## src/rtl/tick_gen_prog.sv

```systemverilog
// tick_gen_prog - programmable tick generator.
//
// Divides clk by a run-time divisor and emits a one-cycle o_tick strobe once
// per divisor period. A new divisor takes effect right away when the counter
// is idle or at zero. Otherwise it waits in a pending register and is applied
// on the next wrap, so a period is never cut short or stretched mid-way.
//
// Optional feature: define TICK_GEN_SQUARE_EN to add o_sq. This is a
// 50%-duty square wave at half the tick rate.
//
// Ports:
//   clk        system clock
//   rst        asynchronous reset, active-high
//   i_en       count enable; the counter holds while low
//   i_clr      synchronous clear of counter/phase; applies any pending divisor
//   i_div_wr   one-cycle strobe that loads i_div as the new divisor
//   i_div      new divisor value (0 is treated as 1)
//   o_tick     one-cycle strobe, once per divisor period
//   o_div      divisor currently in effect
//   o_pend     a divisor write is waiting for the next period boundary
//   o_sq       (TICK_GEN_SQUARE_EN only) toggles on every tick
module tick_gen_prog #(
  parameter int          CNT_W       = 17,
  parameter int unsigned DIV_DEFAULT = 100_000
) (
  input  logic             clk,
  input  logic             rst,
  input  logic             i_en,
  input  logic             i_clr,
  input  logic             i_div_wr,
  input  logic [CNT_W-1:0] i_div,
  output logic             o_tick,
  output logic [CNT_W-1:0] o_div,
  output logic             o_pend
`ifdef TICK_GEN_SQUARE_EN
  ,
  output logic             o_sq
`endif
);

  logic [CNT_W-1:0] cnt;
  logic [CNT_W-1:0] div_act;
  logic [CNT_W-1:0] div_pend;
  logic [CNT_W-1:0] div_new;
  logic [CNT_W-1:0] term;
  logic             pend;
  logic             tick;
  logic             wrap;

  // A zero divisor would give a terminal value of all-ones; force it to 1.
  assign div_new = (i_div == '0) ? CNT_W'(1) : i_div;
  assign term    = div_act - CNT_W'(1);
  assign wrap    = i_en && (cnt == term);

  always_ff @(posedge clk or posedge rst) begin
    if (rst) begin
      cnt      <= '0;
      div_act  <= CNT_W'(DIV_DEFAULT);
      div_pend <= '0;
      pend     <= 1'b0;
      tick     <= 1'b0;
    end else if (i_clr) begin
      cnt  <= '0;
      tick <= 1'b0;
      pend <= 1'b0;
      // A write in the same cycle as the clear wins over an older pending value.
      if (i_div_wr)
        div_act <= div_new;
      else if (pend)
        div_act <= div_pend;
    end else begin
      if (i_en) begin
        if (wrap) begin
          cnt  <= '0;
          tick <= 1'b1;
        end else begin
          cnt  <= cnt + CNT_W'(1);
          tick <= 1'b0;
        end
      end else begin
        tick <= 1'b0;
      end

      if (i_div_wr) begin
        // Apply immediately when no period is in progress or this edge closes
        // the current one. Otherwise park the value until the next wrap.
        if (!i_en || (cnt == '0) || wrap) begin
          div_act <= div_new;
          pend    <= 1'b0;
        end else begin
          div_pend <= div_new;
          pend     <= 1'b1;
        end
      end else if (wrap && pend) begin
        div_act <= div_pend;
        pend    <= 1'b0;
      end
    end
  end

`ifdef TICK_GEN_SQUARE_EN
  logic sq;

  always_ff @(posedge clk or posedge rst) begin
    if (rst)
      sq <= 1'b0;
    else if (i_clr)
      sq <= 1'b0;
    else if (wrap)
      sq <= ~sq;
  end

  assign o_sq = sq;
`endif

  assign o_tick = tick;
  assign o_div  = div_act;
  assign o_pend = pend;

endmodule

```

## config.mk

```make
export PLATFORM = sky130hd
export DESIGN_NAME = tick_gen_prog
export DESIGN_NICKNAME = d
export VERILOG_FILES = /design/src/rtl/tick_gen_prog.sv
export SDC_FILE = /design/constraint.sdc
export NUM_CORES = 1
export LEC_CHECK = 0
export ABC_AREA = 0
export CAP_MARGIN = 20
export CORE_ASPECT_RATIO = 0.5
export CORE_MARGIN = 5
export CORE_UTILIZATION = 45
export DETAILED_ROUTE_END_ITERATION = 8
export GPL_ROUTABILITY_DRIVEN = 0
export PLACE_DENSITY = 0.67
export SETUP_SLACK_MARGIN = 0.3
export SYNTH_ARGS = -nofsm -noshare
export SYNTH_HDL_FRONTEND = slang
export SYNTH_SLANG_ARGS = --single-unit
```

## constraint.sdc

```tcl
create_clock -name clk -period 3.4 [get_ports clk]
set_input_delay 0.51 -clock clk [delete_from_list [all_inputs] [get_ports clk]]
set_output_delay 0.51 -clock clk [all_outputs]
set_load 0.02 [all_outputs]
```

Yosys cells after proc, flatten, opt, wreduce, memory -nomap -nowiden
Index checks and enable logic that the tools add are counted.
{ "word_totals": {"ff_bits": 53, "input_bits": 22, "out_inout_bits": 19} }
{ "op_classes": {"addsub": 2, "eq_ne": 3, "muxes": 17, "n_bitwise": 2, "n_reduce_logical": 11} }
{ "op_table": {"columns": ["cell", "count"], "rows": [
  ["17-bit 2-to-1 mux", 10],
  ["17-bit logical NOT", 2],
  ["17-bit by 1-bit adder with 17-bit output (second input constant)", 1],
  ["17-bit == test", 1],
  ["17-bit by 1-bit subtractor with 17-bit output (second input constant)", 1],
  ["1-bit 2-to-1 mux", 7],
  ["3-bit AND reduction", 2],
  ["3-bit by 1-bit != test with 1-bit output (second input constant)", 1],
  ["3-bit by 2-bit != test with 1-bit output (second input constant)", 1],
  ["3-bit nonzero test", 1],
  ["1-bit logical AND", 2],
  ["1-bit logical OR", 2],
  ["1-bit inverter", 2],
  ["2-bit nonzero test", 1],
  ["1-bit logical NOT", 1]
]} }

Logic depth before layout (Yosys ltp)
Gate-level depths: netlist of the first run.
{ "logic_depth": {"ltp_word": 7, "ltp_mapped": 12, "ltp_nobuf": 9} }

Worst setup path before layout of the first run
No wires, ideal clock.
{ "synth_timing": {"kind": "register to register", "startpoint": "register div_act[0], in the netlist o_div[0]", "endpoint": "register div_pend[0]", "setup_time_ps": 125, "t_arrival_ps": 2656, "required_ps": 3275, "setup_slack_ps": 620, "path_stages_with_launch": 12, "n_path_buf": 2, "period_less_slack_ps": 2780, "cell_sequence": "dfrtp_1 > inv_1 > ha_1 > buf_2 > nor4b_2 > a21oi_1 > a211o_1 > o2111a_1 > and4_1 > nor3_1 > buf_2 > mux2_2"} }
{ "synth_via": {"elab_chain_cells": 6} }
{ "synth_lines": {"columns": ["item", "line", "source"], "rows": [
  ["start: declaration", "42", "logic [CNT_W-1:0] div_act;"],
  ["start signal: assignment", "58", "div_act <= CNT_W'(DIV_DEFAULT);"],
  ["start signal: assignment", "68", "div_act <= div_new;"],
  ["start signal: assignment", "70", "div_act <= div_pend;"],
  ["17-bit by 1-bit subtractor with 17-bit output", "52", "assign term = div_act - CNT_W'(1);"],
  ["17-bit == test", "53", "assign wrap = i_en && (cnt == term);"],
  ["1-bit logical AND", "53", null],
  ["1-bit logical OR", "87", "if (!i_en || (cnt == '0) || wrap) begin"],
  ["1-bit inverter (no line)", null, null],
  ["3-bit AND reduction (no line)", null, null],
  ["end signal: assignment", "91", "div_pend <= div_new;"],
  ["end: declaration", "43", "logic [CNT_W-1:0] div_pend;"]
]} }
No other way between the ends.
A chain may end at the register's enable or synchronous reset.

Worst setup path in the final report of the first run
{ "layout_timing": {"startpoint": "register div_act[0], in the netlist o_div[0]", "endpoint": "register div_act[0], in the netlist o_div[0]"} }
{ "layout_via": {"elab_chain_cells": 6} }
{ "layout_lines": {"columns": ["item", "line"], "rows": [
  ["17-bit by 1-bit subtractor with 17-bit output *", "52"],
  ["17-bit == test *", "53"],
  ["1-bit logical AND *", "53"],
  ["1-bit logical OR / 1-bit logical AND (equally long branches)", "87, 94"],
  ["3-bit by 2-bit != test with 1-bit output (no line) / 3-bit nonzero test (equally long branches)", null],
  ["3-bit AND reduction (no line) *", null]
]} }
Every way passes the cells marked *; elsewhere a longest branch is shown, timed or not.

==> results of run 1 <==
[layer usage]
layer  vias up  track usage, %  part of all wire, %  wire length (um)
met5         -               0                    0                 0
met1      1460            26.9                   46              4020
met3        10            3.34                  5.2               454
met2        93            30.4                   47              4140
li1       1361               -                    -                 -
met4         0            5.59                  1.3               118
[flip-flops by register name, indices dropped and copies added, names as in the netlist]
register / flops
cnt: 17
o_tick: 1
o_pend: 1
div_pend: 17
o_div: 17
[cells by family after synthesis]
group | after synthesis
adders and majority gates | 3
AOI/OAI and AO/OA | 59
and+or+nand+nor | 122
muxes | 20
buffers and inverters | 80
xor gates and xnor gates | 23
DFF | 53
[cell usage in the layout (no fill, tap or decap), types with 3 or more instances in the layout]
cell	n
nand4_1	10
xor2_1	13
buf_4	14
nor3_1	5
o211ai_1	4
nand2_1	22
ha_1	3
o21ai_0	7
nand3_1	22
dfstp_2	6
mux2i_1	19
a21oi_1	5
a31oi_1	6
nor2b_1	3
a222oi_1	16
dfrtp_1	47
clkdlybuf4s50_1	40
and2_1	4
nor4_1	9
clkbuf_16	5
inv_1	56
or2_2	3
nand2b_1	5
nand4b_1	6
nor2_1	14
and3_1	5
xnor2_1	10
[per-stage QoR]
step                      total power, mW  area [um^2]  hold slack, ns
after global placement               1.27         3780           0.486
final                                1.91         4040           0.488
after CTS                            1.90         3970           0.499
after floorplan                      1.11         3330           0.476
after global routing                 1.99         4040           0.519
after detailed placement             1.30         3800           0.497
[power by group through the flow]
stage | combinational, mW | sequential, mW | clock (mW)
3_5_place_dp | 0.456 | 0.842 | 0
4_1_cts | 0.459 | 0.829 | 0.616
3_3_place_gp | 0.437 | 0.836 | 0
6_report | 0.467 | 0.833 | 0.606
5_1_grt | 0.509 | 0.846 | 0.641
2_1_floorplan | 0.264 | 0.850 | 0
[worst max-delay path: stages (launching register included)]
cell and delay [ns]:
dfrtp_1 0.51, nor3_2 0.45, a41oi_1 0.22, a2111oi_2 0.40
o2111a_1 0.29, and4_1 0.28, o32ai_2 0.11, buf_4 0.21
a221o_1 0.30
[final timing paths]
path	startpoint	endpoint	slack (ns)
worst max-delay path	o_div[0]	o_div[0]	0.50
worst min-delay path	rst	cnt[7]	0.49
worst max register to register	o_div[0]	o_div[0]	0.50
worst min register to register	div_pend[0]	div_pend[0]	0.51
max in group asynchronous	rst	o_div[16]	2.32
min in group clk	div_pend[0]	div_pend[0]	0.51
[cell type report]
type	count	share of cell area, %
Multi-Input combinational cell	227	41.4
Sequential cell	53	33.0
Timing Repair Buffer	55	13.0
Inverter	57	5.30
Clock buffer	5	3.10
Tap cell	96	2.97
Clock inverter	3	1.18
[cells in the mapped netlist (9+ instances only)]
library cell / instances
a222oi_1: 16
nand3_1: 22
mux2i_1: 19
xor2_1: 13
nand2_1: 22
xnor2_1: 10
nor4_1: 9
clkbuf_1: 10
dfrtp_1: 47
nor2_1: 14
nand4_1: 10
inv_1: 57
[timing repair]
item | CTS | global route
setup buffers | 0 | 7
resized for setup | 0 | 1
endpoints found under the setup margin | 0 | 25
==> key figures, run 1 <==
Global routing
  – Pin count of the biggest net entering global routing: 41
  – Vias in the first global route: 2765
  – Initial antenna violation count: 0
  – GRT Util Overall: 19.1%
  – First-pass GRT wire length: 14300 um
  – Remaining global-route overflow: 0

Clock tree
  – CTS Buffer Depth: 2
  – Clk_lat worst skew: 0.30 ns
  – Worst-path clk slew: around 0.070 ns
  – Clock sink count: 53
  – CTS Buf Count: 5
  – Root Buffer: clkbuf_16
  – Htree depth: 2
  – CTS tree: built
  – Hold_buf cts: 0

Pwr
  – Int Pwr: 1.30 mW
  – PwrDens: 472 nW/um^2
  – Leak pwr: 1.75 nW
  – P_sw: 0.603 mW
  – Net Sw Frac: 31.6%
  – Worst vdd ir: 0.000210 V
  – Clock group share of total power: 31.8%
  – Sequential power share: 43.7%
  – Combinational power share: 24.5%

Synthesis
  – FFs w/ async S/R, synth: 100%
  – Syn Nets: 385
  – Post-Synth Simple-Gate Area: 21.1%
  – Register area share after synthesis: 40.0%
  – Ranking of synthesized cells by area: dfrtp_1 (35%), inv_1 (6.4%), mux2i_1 (5.7%)
  – Yosys cell types: 58
  – EDFF count, synth: 0
  – Syn Area/Cell: roughly 9.3 um^2
  – #FFs+latches synth: 53
  – Largest family of logic cells by synthesized area: simple AND/OR/NAND/NOR gates
  – Post-synthesis adder-cell area fraction: 1.13%
  – Synth Area in XOR/XNOR: 6.04%
  – Cell taking the most area after synthesis: dfrtp_1
  – Mux cell area share after synthesis: 6.04%
  – Top-area cell type share of the netlist area: 35.3%
  – Post-synthesis cell area: 3330 um^2
  – Compound-Gate Fraction of Synth Area: 15.5%
  – Synth Instances: 360
  – Yosys warning total: 0
  – Primary FF master, synth: dfrtp_1

Floorplan
  – Row count: 22
  – Chip width: 132 um
  – Starting Density: 45.9%
  – IO Pins: 41
  – DIE HEIGHT: 70.9 um
  – Core Footprint: a little over 7000 um^2
  – Die area: 9340 um^2

Detailed routing
  – Final WL: roughly 8700 um
  – Detailed-route via count: 2924
  – Vias per cell: 5.90
  – Drc violations: 0
  – Wire per inst: 17.6 um
  – DRT antenna net count: 0
  – First DRT Iteration DRCs: 437
  – Pre-Repair DR Iteration Count: 6

Cells and area
  – Ratio of cells with drive above 1 in the final layout: 11.0%
  – Fin nets: 424
  – Multi-input gate area: 1670 um^2
  – Reg area: around 1300 um^2
  – Util after Layout: 55.6%
  – Area grow syn2layout: 21.1%
  – Fill count: 655
  – Final cell count without fillers: 496
  – Diode count: 0

STA
  – Slew @ Worst Pin: 0.610 ns
  – Fmax: 345 MHz
  – Relative slew slack: 58.8%
  – Final Cycle Share: 85.3%
  – Max Slew Vio Count: 0
  – Setup TNS: 0 ns
  – Final Hold Fails: 0
  – Setup ws final: 0.499 ns
  – Tmin final: slightly below 3 ns
  – Final setup vio count: 0
  – Layout Skew: 0.00540 ns
  – RSZ-0062 raised after global routing: no

Worst setup path
  – R2R cell count: 8
  – WS Path Type: reg -> reg
  – WP data required: 3.59 ns
  – Worst-path maximum fanout: 17
  – Critical path endpoint category: register
  – Crit path DAT: between 3 and 4 ns
  – Worst setup SP type: register

Flow run
  – Max-cap violation count: 0

Placed design
  – # placed instances: 480
  – DPL Wire Length: 6430 um
  – Post-Place Setup Slack: roughly 0.44 ns
  – PortBufs: 40

Hold path
  – Hold Path Class: in -> async

Status
  – Run status: complete, no violations
(Power assumes the default switching activity.)
==> run 2: changes to the inputs <==
- ABC_AREA: 0 -> 1
- GPL_ROUTABILITY_DRIVEN: 0 -> 1
- PLACE_DENSITY: 0.67 -> 0.66
==> run 2 against run 1 <==
Synthesized area is 8.0% higher. Total power is 27% higher. Wire length is 6.3% higher. Clock-buffer cell count is 2 higher. Die area is 7.1% higher. Maximum frequency is 7.7% higher. Worst hold slack better by 0.0019 ns. Global-route usage is 0.13 points higher. Via count is 17% higher. Largest power group unchanged.
==> key figures, run 2 <==
Detailed routing
  – Detailed-route via count: 3413 (was 2924)
  – First DRT Iteration DRCs: 191 (was 437)
  – Vias per cell: 5.09 (was 5.90)
  – Drc violations: 0 (unchanged)
  – Wire per inst: 13.9 um (was 17.6 um)
  – DRT antenna net count: 0 (unchanged)
  – Final WL: 9300 um (was 8740 um)
  – Pre-Repair DR Iteration Count: 5 (was 6)

Global routing
  – GRT busiest layer: met2 (unchanged)
  – Initial antenna violation count: 0 (unchanged)
  – Remaining global-route overflow: 0 (unchanged)
  – GR Util met3: 2.74% (was 3.34%)
  – Vias in the first global route: 3071 (was 2765)
  – Met2 global-route usage: 29.2% (was 30.4%)
  – GRT Util Overall: 19.2% (was 19.1%)
  – Pin count of the biggest net entering global routing: 30 (was 41)
  – M1 GR Usage: 28.9% (was 26.9%)
  – First-pass GRT wire length: 15200 um (was 14300 um)

Clock tree
  – CTS resizes: 0 (unchanged)
  – CTS tree: built (unchanged)
  – CTS Buffer Depth: 2 (unchanged)
  – Postcts setup bufs: 0 (unchanged)
  – Hold_buf cts: 0 (unchanged)
  – Clk_lat worst skew: 0.29 ns (was 0.30 ns)
  – Htree depth: 2 (unchanged)
  – Worst-path clk slew: 0.07 ns (about the same)
  – CTS Buf Count: 5 (unchanged)
  – Clock sink count: 53 (unchanged)
  – Root Buffer: clkbuf_16 (unchanged)

Worst setup path
  – Crit path DAT: 2.92 ns (was 3.09 ns)
  – Critical path endpoint category: register (unchanged)
  – Worst setup SP type: register (unchanged)
  – Worst-path maximum fanout: 20 (was 17)
  – WS Path Type: reg -> reg (unchanged)
  – WP data required: 3.63 ns (was 3.59 ns)

STA
  – Tmin final: 2.69 ns (was 2.90 ns)
  – Setup TNS: 0 ns (unchanged)
  – Layout Skew: 0.00405 ns (was 0.00540 ns)
  – Slew @ Worst Pin: 0.530 ns (was 0.610 ns)
  – Final Hold Fails: 0 (unchanged)
  – Relative slew slack: 64.6% (was 58.8%)
  – RSZ-0062 raised after global routing: no (unchanged)
  – Final setup vio count: 0 (unchanged)
  – Fmax: 371 MHz (was 345 MHz)
  – Setup ws final: 0.706 ns (was 0.499 ns)
  – Max Slew Vio Count: 0 (unchanged)
  – Final Cycle Share: 79.2% (was 85.3%)

Synthesis
  – Yosys warning total: 0 (unchanged)
  – Top-area cell type share of the netlist area: 32.7% (was 35.3%)
  – Syn Area/Cell: 6.92 um^2 (was 9.26 um^2)
  – Syn Nets: 545 (was 385)
  – Post-synthesis cell area: 3600 um^2 (was 3330 um^2)
  – Synth Instances: 520 (was 360)
  – EDFF count, synth: 0 (unchanged)
  – #FFs+latches synth: 53 (unchanged)
  – Top-count cell post-synth: nand2_1 (was inv_1)
  – Cell taking the most area after synthesis: dfrtp_1 (unchanged)
  – Commonest cells in the netlist: nand2_1 (166), inv_1 (63), dfrtp_1 (47) (was inv_1 (57), dfrtp_1 (47), nand2_1 (22), nand3_1 (22), mux2i_1 (19))
  – Primary FF master, synth: dfrtp_1 (unchanged)
  – Register area share after synthesis: 37.0% (was 40.0%)
  – Yosys cell types: 34 (was 58)
  – FFs w/ async S/R, synth: 100% (unchanged)
  – Ranking of synthesized cells by area: dfrtp_1 (33%), nand2_1 (17%), inv_1 (6.6%) (was dfrtp_1 (35%), inv_1 (6.4%), mux2i_1 (5.7%))

Hold path
  – Hold Path Class: reg -> reg (was in -> async)

Placed design
  – DPL Wire Length: 7260 um (was 6430 um)
  – Routability cong.: between 0.8 and 0.9
  – Post-Place Setup Slack: 0.776 ns (was 0.443 ns)
  – PortBufs: 40 (unchanged)

Floorplan
  – IO Pins: 41 (unchanged)
  – Chip width: 137 um (was 132 um)
  – Row count: 23 (was 22)
  – Core Footprint: 7890 um^2 (was 7270 um^2)
  – Starting Density: 45.7% (was 45.9%)
  – Die area: 10000 um^2 (was 9340 um^2)
  – DIE HEIGHT: 73.3 um (was 70.9 um)

Pwr
  – Leak pwr: 2.05 nW (was 1.75 nW)
  – Int Pwr: 1.50 mW (was 1.30 mW)
  – P_sw: 0.920 mW (was 0.603 mW)
  – Tot Pwr: 2.42 mW (was 1.91 mW)
  – Worst vdd ir: 0.000278 V (was 0.000210 V)
  – Sequential power share: 38.4% (was 43.7%)
  – Net Sw Frac: 38.1% (was 31.6%)
  – PwrDens: 568 nW/um^2 (was 472 nW/um^2)
  – Clock group share of total power: 24.4% (was 31.8%)
  – Combinational power share: 37.2% (was 24.5%)

Flow run
  – Max-cap violation count: 0 (unchanged)

Cells and area
  – Most frequent cells in the layout: nand2_1 (166), inv_1 (62), dfrtp_1 (47), nor2_1 (44), clkdlybuf4s50_1 (40) (was inv_1 (56), dfrtp_1 (47), clkdlybuf4s50_1 (40), nand3_1 (22), nand2_1 (22))
  – Diode count: 0 (unchanged)
  – Area grow syn2layout: 18.2% (was 21.1%)
  – Fin nets: 583 (was 424)
  – Leading cell type in the layout, fill and taps excluded: nand2_1 (was inv_1)
  – Ratio of cells with drive above 1 in the final layout: 8.41% (was 11.0%)

Status
  – Run status: complete, no violations (unchanged)
run 2: cell count changes after synthesis, sizes merged, moves of 6 or more:
cell	before	now
o21ai	7	49
nand2	22	174
inv	57	66
a31oi	6	0
mux2i	19	0
xnor2	10	3
a222oi	16	0
nand3	22	36
nor4	10	1
o22ai	2	8
nand4b	6	0
nand4	10	26
nor2	15	53
run 2: power groups by stage:
stage / logic, mW / clock network (mW) / registers [mW]
final: 0.899 / 0.589 / 0.928
after global routing: 1.01 / 0.619 / 0.946
after CTS: 0.902 / 0.605 / 0.924
after detailed placement: 0.899 / 0 / 0.935
after global placement: 0.893 / 0 / 0.934
after floorplan: 0.576 / 0 / 0.953
run 2: logic make-up after synthesis:
logic type / after synthesis / share of synthesized area [%]
buffers and inverters: 80 / 9.55
AO/OA/AOI/OAI: 66 / 9.80
adder cells (fa/ha/maj): 3 / 1.04
flip-flops: 53 / 37.0
XOR/XNOR: 18 / 4.38
AND/OR/NAND/NOR: 300 / 38.2
run 2: through the flow:
| step | area [um^2] | instances | utilization [%] | hold slack [ns] |
|---|---|---|---|---|
| floorplan | 3600 | 520 | - | 0.453 |
| global placement | 4080 | 663 | 51.8 | 0.466 |
| detailed placement | 4080 | 663 | 51.8 | 0.475 |
| CTS | 4260 | 671 | 54.0 | 0.491 |
| global route | 4260 | 671 | 54.0 | 0.512 |
| finish | 4260 | 671 | 54.0 | 0.490 |
run 2: worst paths after layout:
check                                 start          end  slack [ns]  depth (start not counted)
worst min register to register  div_pend[3]  div_pend[3]        0.49                          2
worst min-delay path            div_pend[3]  div_pend[3]        0.49                          2
worst max-delay path               o_div[0]    o_div[11]        0.71                         15
min in group asynchronous               rst    o_div[11]        0.58                          2
worst max register to register     o_div[0]    o_div[11]        0.71                         15
max in group asynchronous               rst     o_div[5]        2.00                          3
run 2: layout make-up:
class	instances	area [um^2]
clock buffers	7	143
clock inverters	1	30.0
fillers	761	3630
inverters	66	248
multi-input cells	387	1920
flip-flops and latches	53	1330
well taps	112	140
repair buffers	45	438
run 2: critical path: stages (launching register included):
cell and delay, ns:
dfrtp_1 0.42, inv_1 0.13, ha_1 0.34, nand2_2 0.12
nor2_4 0.15, nand2_1 0.09, nand3_1 0.08, nand2_1 0.05
nor2_1 0.08, nand3b_1 0.08, nor2_1 0.12, nand2_1 0.14
nand2_2 0.30, buf_4 0.30, nand4_1 0.13, nand2_1 0.09
run 2: metal layers:
metal  share of wire, %  up-vias
li1                   -     1752
met1                 51     1581
met5                  0        -
met2                 43       73
met3                4.6        7
met4               0.98        0
==> run 3: changes to the inputs <==
- PLACE_DENSITY: 0.66 -> 0.69
- clock period: 3.4 -> 2.36 ns (I/O delays scaled with it)
==> run 3 against run 2 <==
Sequential share of layout area fell by 3.8 points. Setup slack worse by 0.59 ns. Combinational power up 80%. Non-clock buffer count grew 29. Sequential power grew 43%. First-iteration DRC count is 36% higher. Flip-flop and latch count is the same. Global-route usage increased by 1.4 points. Critical endpoint is now o_div[14]. Largest cell class unchanged.
==> key figures, run 3 (synthesis results as in run 2) <==
Detailed routing
  – Drc violations: 0 (unchanged)
  – Wire per inst: 15.0 um (was 13.9 um)
  – DRT antenna net count: 0 (unchanged)
  – Pre-Repair DR Iteration Count: 5 (unchanged)
  – Detailed-route via count: 3630 (was 3413)
  – First DRT Iteration DRCs: 260 (was 191)
  – Final WL: 10500 um (was 9300 um)
  – Vias per cell: 5.17 (was 5.09)

Worst setup path
  – R2r endpoint: o_div[14] (was o_div[11])
  – Reg2Reg Setup Slack: 0.12 ns (was 0.71 ns)
  – Crit path launch: o_div[1] (was o_div[0])
  – Worst setup SP type: register (unchanged)
  – CP Cell Sequence: inv_2 > ha_4 > nand2_4 > nor2_4 > buf_6 > nand3_4 > nand2_2 > nand3_2 > nor2_1 > nand2_1 > nor2_4 > nand3_2 > nand2_4 > buf_2 > nand4_1 > nand2_1 (was inv_1 > ha_1 > nand2_2 > nor2_4 > nand2_1 > nand3_1 > nand2_1 > nor2_1 > nand3b_1 > nor2_1 > nand2_1 > nand2_2 > buf_4 > nand4_1 > nand2_1)
  – Worst-path maximum fanout: 6 (was 20)
  – CP Buf/Inv Count: 3 (was 2)
  – Critical path endpoint: o_div[14] (was o_div[11])
  – WP data required: 2.59 ns (was 3.63 ns)
  – R2R cell count: 16 (was 15)
  – Slowest library cell on the worst path: dfrtp_2 (was dfrtp_1)
  – Critical path endpoint category: register (unchanged)
  – WS Path Type: reg -> reg (unchanged)
  – Critical path depth: 16 (was 15)
  – Crit path DAT: 2.47 ns (was 2.92 ns)
  – Delay-heaviest family, CP: simple AND/OR/NAND/NOR gates (unchanged)
  – Critical Path Max Stage Delay: 0.44 ns (was 0.42 ns)
  – R2r startpoint: o_div[1] (was o_div[0])

Global routing
  – First-pass GRT wire length: 16200 um (was 15200 um)
  – GRT Util Overall: 20.6% (was 19.2%)
  – Pin count of the biggest net entering global routing: 32 (was 30)
  – Remaining global-route overflow: 0 (unchanged)
  – Vias in the first global route: 3240 (was 3071)
  – Initial antenna violation count: 0 (unchanged)

Clock tree
  – Hold_buf cts: 0 (unchanged)
  – CTS Buf Count: 5 (unchanged)
  – Htree depth: 2 (unchanged)
  – CTS Buffer Depth: 2 (unchanged)
  – Worst-path clk slew: 0.07 ns (about the same)
  – Clock sink count: 53 (unchanged)
  – Root Buffer: clkbuf_16 (unchanged)
  – Clk_lat worst skew: 0.30 ns (was 0.29 ns)
  – CTS tree: built (unchanged)

Flow run
  – Max-cap violation count: 0 (unchanged)

Floorplan
  – DIE HEIGHT: 73.3 um (unchanged)
  – Starting Density: 45.7% (unchanged)
  – IO Pins: 41 (unchanged)
  – Core Footprint: 7890 um^2 (unchanged)
  – Row count: 23 (unchanged)
  – Die area: 10000 um^2 (unchanged)
  – Chip width: 137 um (unchanged)

STA
  – Final hold slack: 0.410 ns (was 0.490 ns)
  – Final setup vio count: 0 (unchanged)
  – Slew @ Worst Pin: 0.645 ns (was 0.530 ns)
  – Layout Skew: 0.00733 ns (was 0.00405 ns)
  – Relative slew slack: 57.0% (was 64.6%)
  – Setup ws final: 0.119 ns (was 0.706 ns)
  – RSZ-0062 raised after global routing: yes (was no)
  – Final Cycle Share: 94.9% (was 79.2%)
  – Tmin final: 2.24 ns (was 2.69 ns)
  – Max Slew Vio Count: 0 (unchanged)
  – Fmax: 446 MHz (was 371 MHz)
  – Final Hold Fails: 0 (unchanged)

Pwr
  – PwrDens: 780 nW/um^2 (was 568 nW/um^2)
  – Tot Pwr: 3.80 mW (was 2.42 mW)
  – Leak pwr: 2.27 nW (was 2.05 nW)
  – Worst vdd ir: 0.000368 V (was 0.000278 V)

Cells and area
  – Multi-input gate area: 2190 um^2 (was 1920 um^2)
  – Cell area after layout: 4870 um^2 (was 4260 um^2)
  – Reg area: 1340 um^2 (was 1330 um^2)
  – Most frequent cells in the layout: nand2_1 (152), inv_1 (58), dfrtp_1 (42), clkdlybuf4s50_1 (40), nor2_1 (35) (was nand2_1 (166), inv_1 (62), dfrtp_1 (47), nor2_1 (44), clkdlybuf4s50_1 (40))
  – Diode count: 0 (unchanged)
  – Ratio of cells with drive above 1 in the final layout: 22.7% (was 8.41%)
  – Fill count: 701 (was 761)
  – Area grow syn2layout: 35.3% (was 18.2%)
  – Fin nets: 614 (was 583)
  – Leading cell type in the layout, fill and taps excluded: nand2_1 (unchanged)

Status
  – Run status: complete, no violations (unchanged)

Placed design
  – DPL Wire Length: 7740 um (was 7260 um)
  – PortBufs: 40 (unchanged)
  – Post-DP Area: 4240 um^2 (was 4080 um^2)
  – Post-Place Setup Slack: 0.00115 ns (was 0.776 ns)
  – Routability cong.: 0.917 (was 0.900)

Hold path
  – Hold Path Class: in -> async (was reg -> reg)
==> run 3: changes by cell type in the layout (fill, tap and decap cells not counted), moves of 9 or more <==
cell and change:
nand2_1 -14, buf_4 +13, nand2_2 +11, nand3_1 -11, nand3_2 +11, o21ai_0 -10, nor2_1 -9
==> run 3: layer usage <==
metal	vias to the layer above	global-route usage, %	part of all wire, %
li1	1817	-	-
met1	1709	30.3	49
met2	95	32.5	45
met3	9	2.94	4.5
met4	0	4.25	0.88
met5	-	0	0
==> run 3: power by group <==
| part | switching, mW | internal, mW | leakage, nW |
|---|---|---|---|
| clock network | 0.346 | 0.506 | 0.0815 |
| logic | 0.937 | 0.681 | 1.52 |
| registers | 0.208 | 1.12 | 0.669 |
==> run 3: layout make-up <==
cell class,instances,share of cell area [%]
multi-input combinational,389,44.9
sequential,53,27.5
timing repair buffer,74,15.9
inverter,66,5.34
tap,112,2.88
clock buffer,6,2.65
clock inverter,2,0.796
==> run 3: timing repair <==
| item | CTS | global route |
|---|---|---|
| buffers inserted | 9 | 1 |
| pin swaps | 12 | 21 |
| endpoints found under the setup margin | 52 | 53 |
| cloned | 1 | 4 |
| gates resized for setup | 31 | 60 |
==> run 3: stage by stage <==
step | TNS (ns) | utilization [%] | instances
final | 0 | 61.8 | 702
after global routing | -0.0106 | 61.8 | 702
after CTS | 0 | 58.2 | 697
after detailed placement | 0 | 53.8 | 679
after global placement | 0 | 53.8 | 679
after floorplan | 0 | - | 520
==> run 3: worst min-delay path by stage <==
stage	start	end	slack [ns]
after floorplan	i_clr	o_tick	0.42
after CTS	rst	div_pend[2]	0.43
after detailed placement	div_pend[8]	div_pend[8]	0.47
after global placement	div_pend[7]	div_pend[7]	0.47
after global routing	rst	div_pend[5]	0.46
final	rst	div_pend[2]	0.41
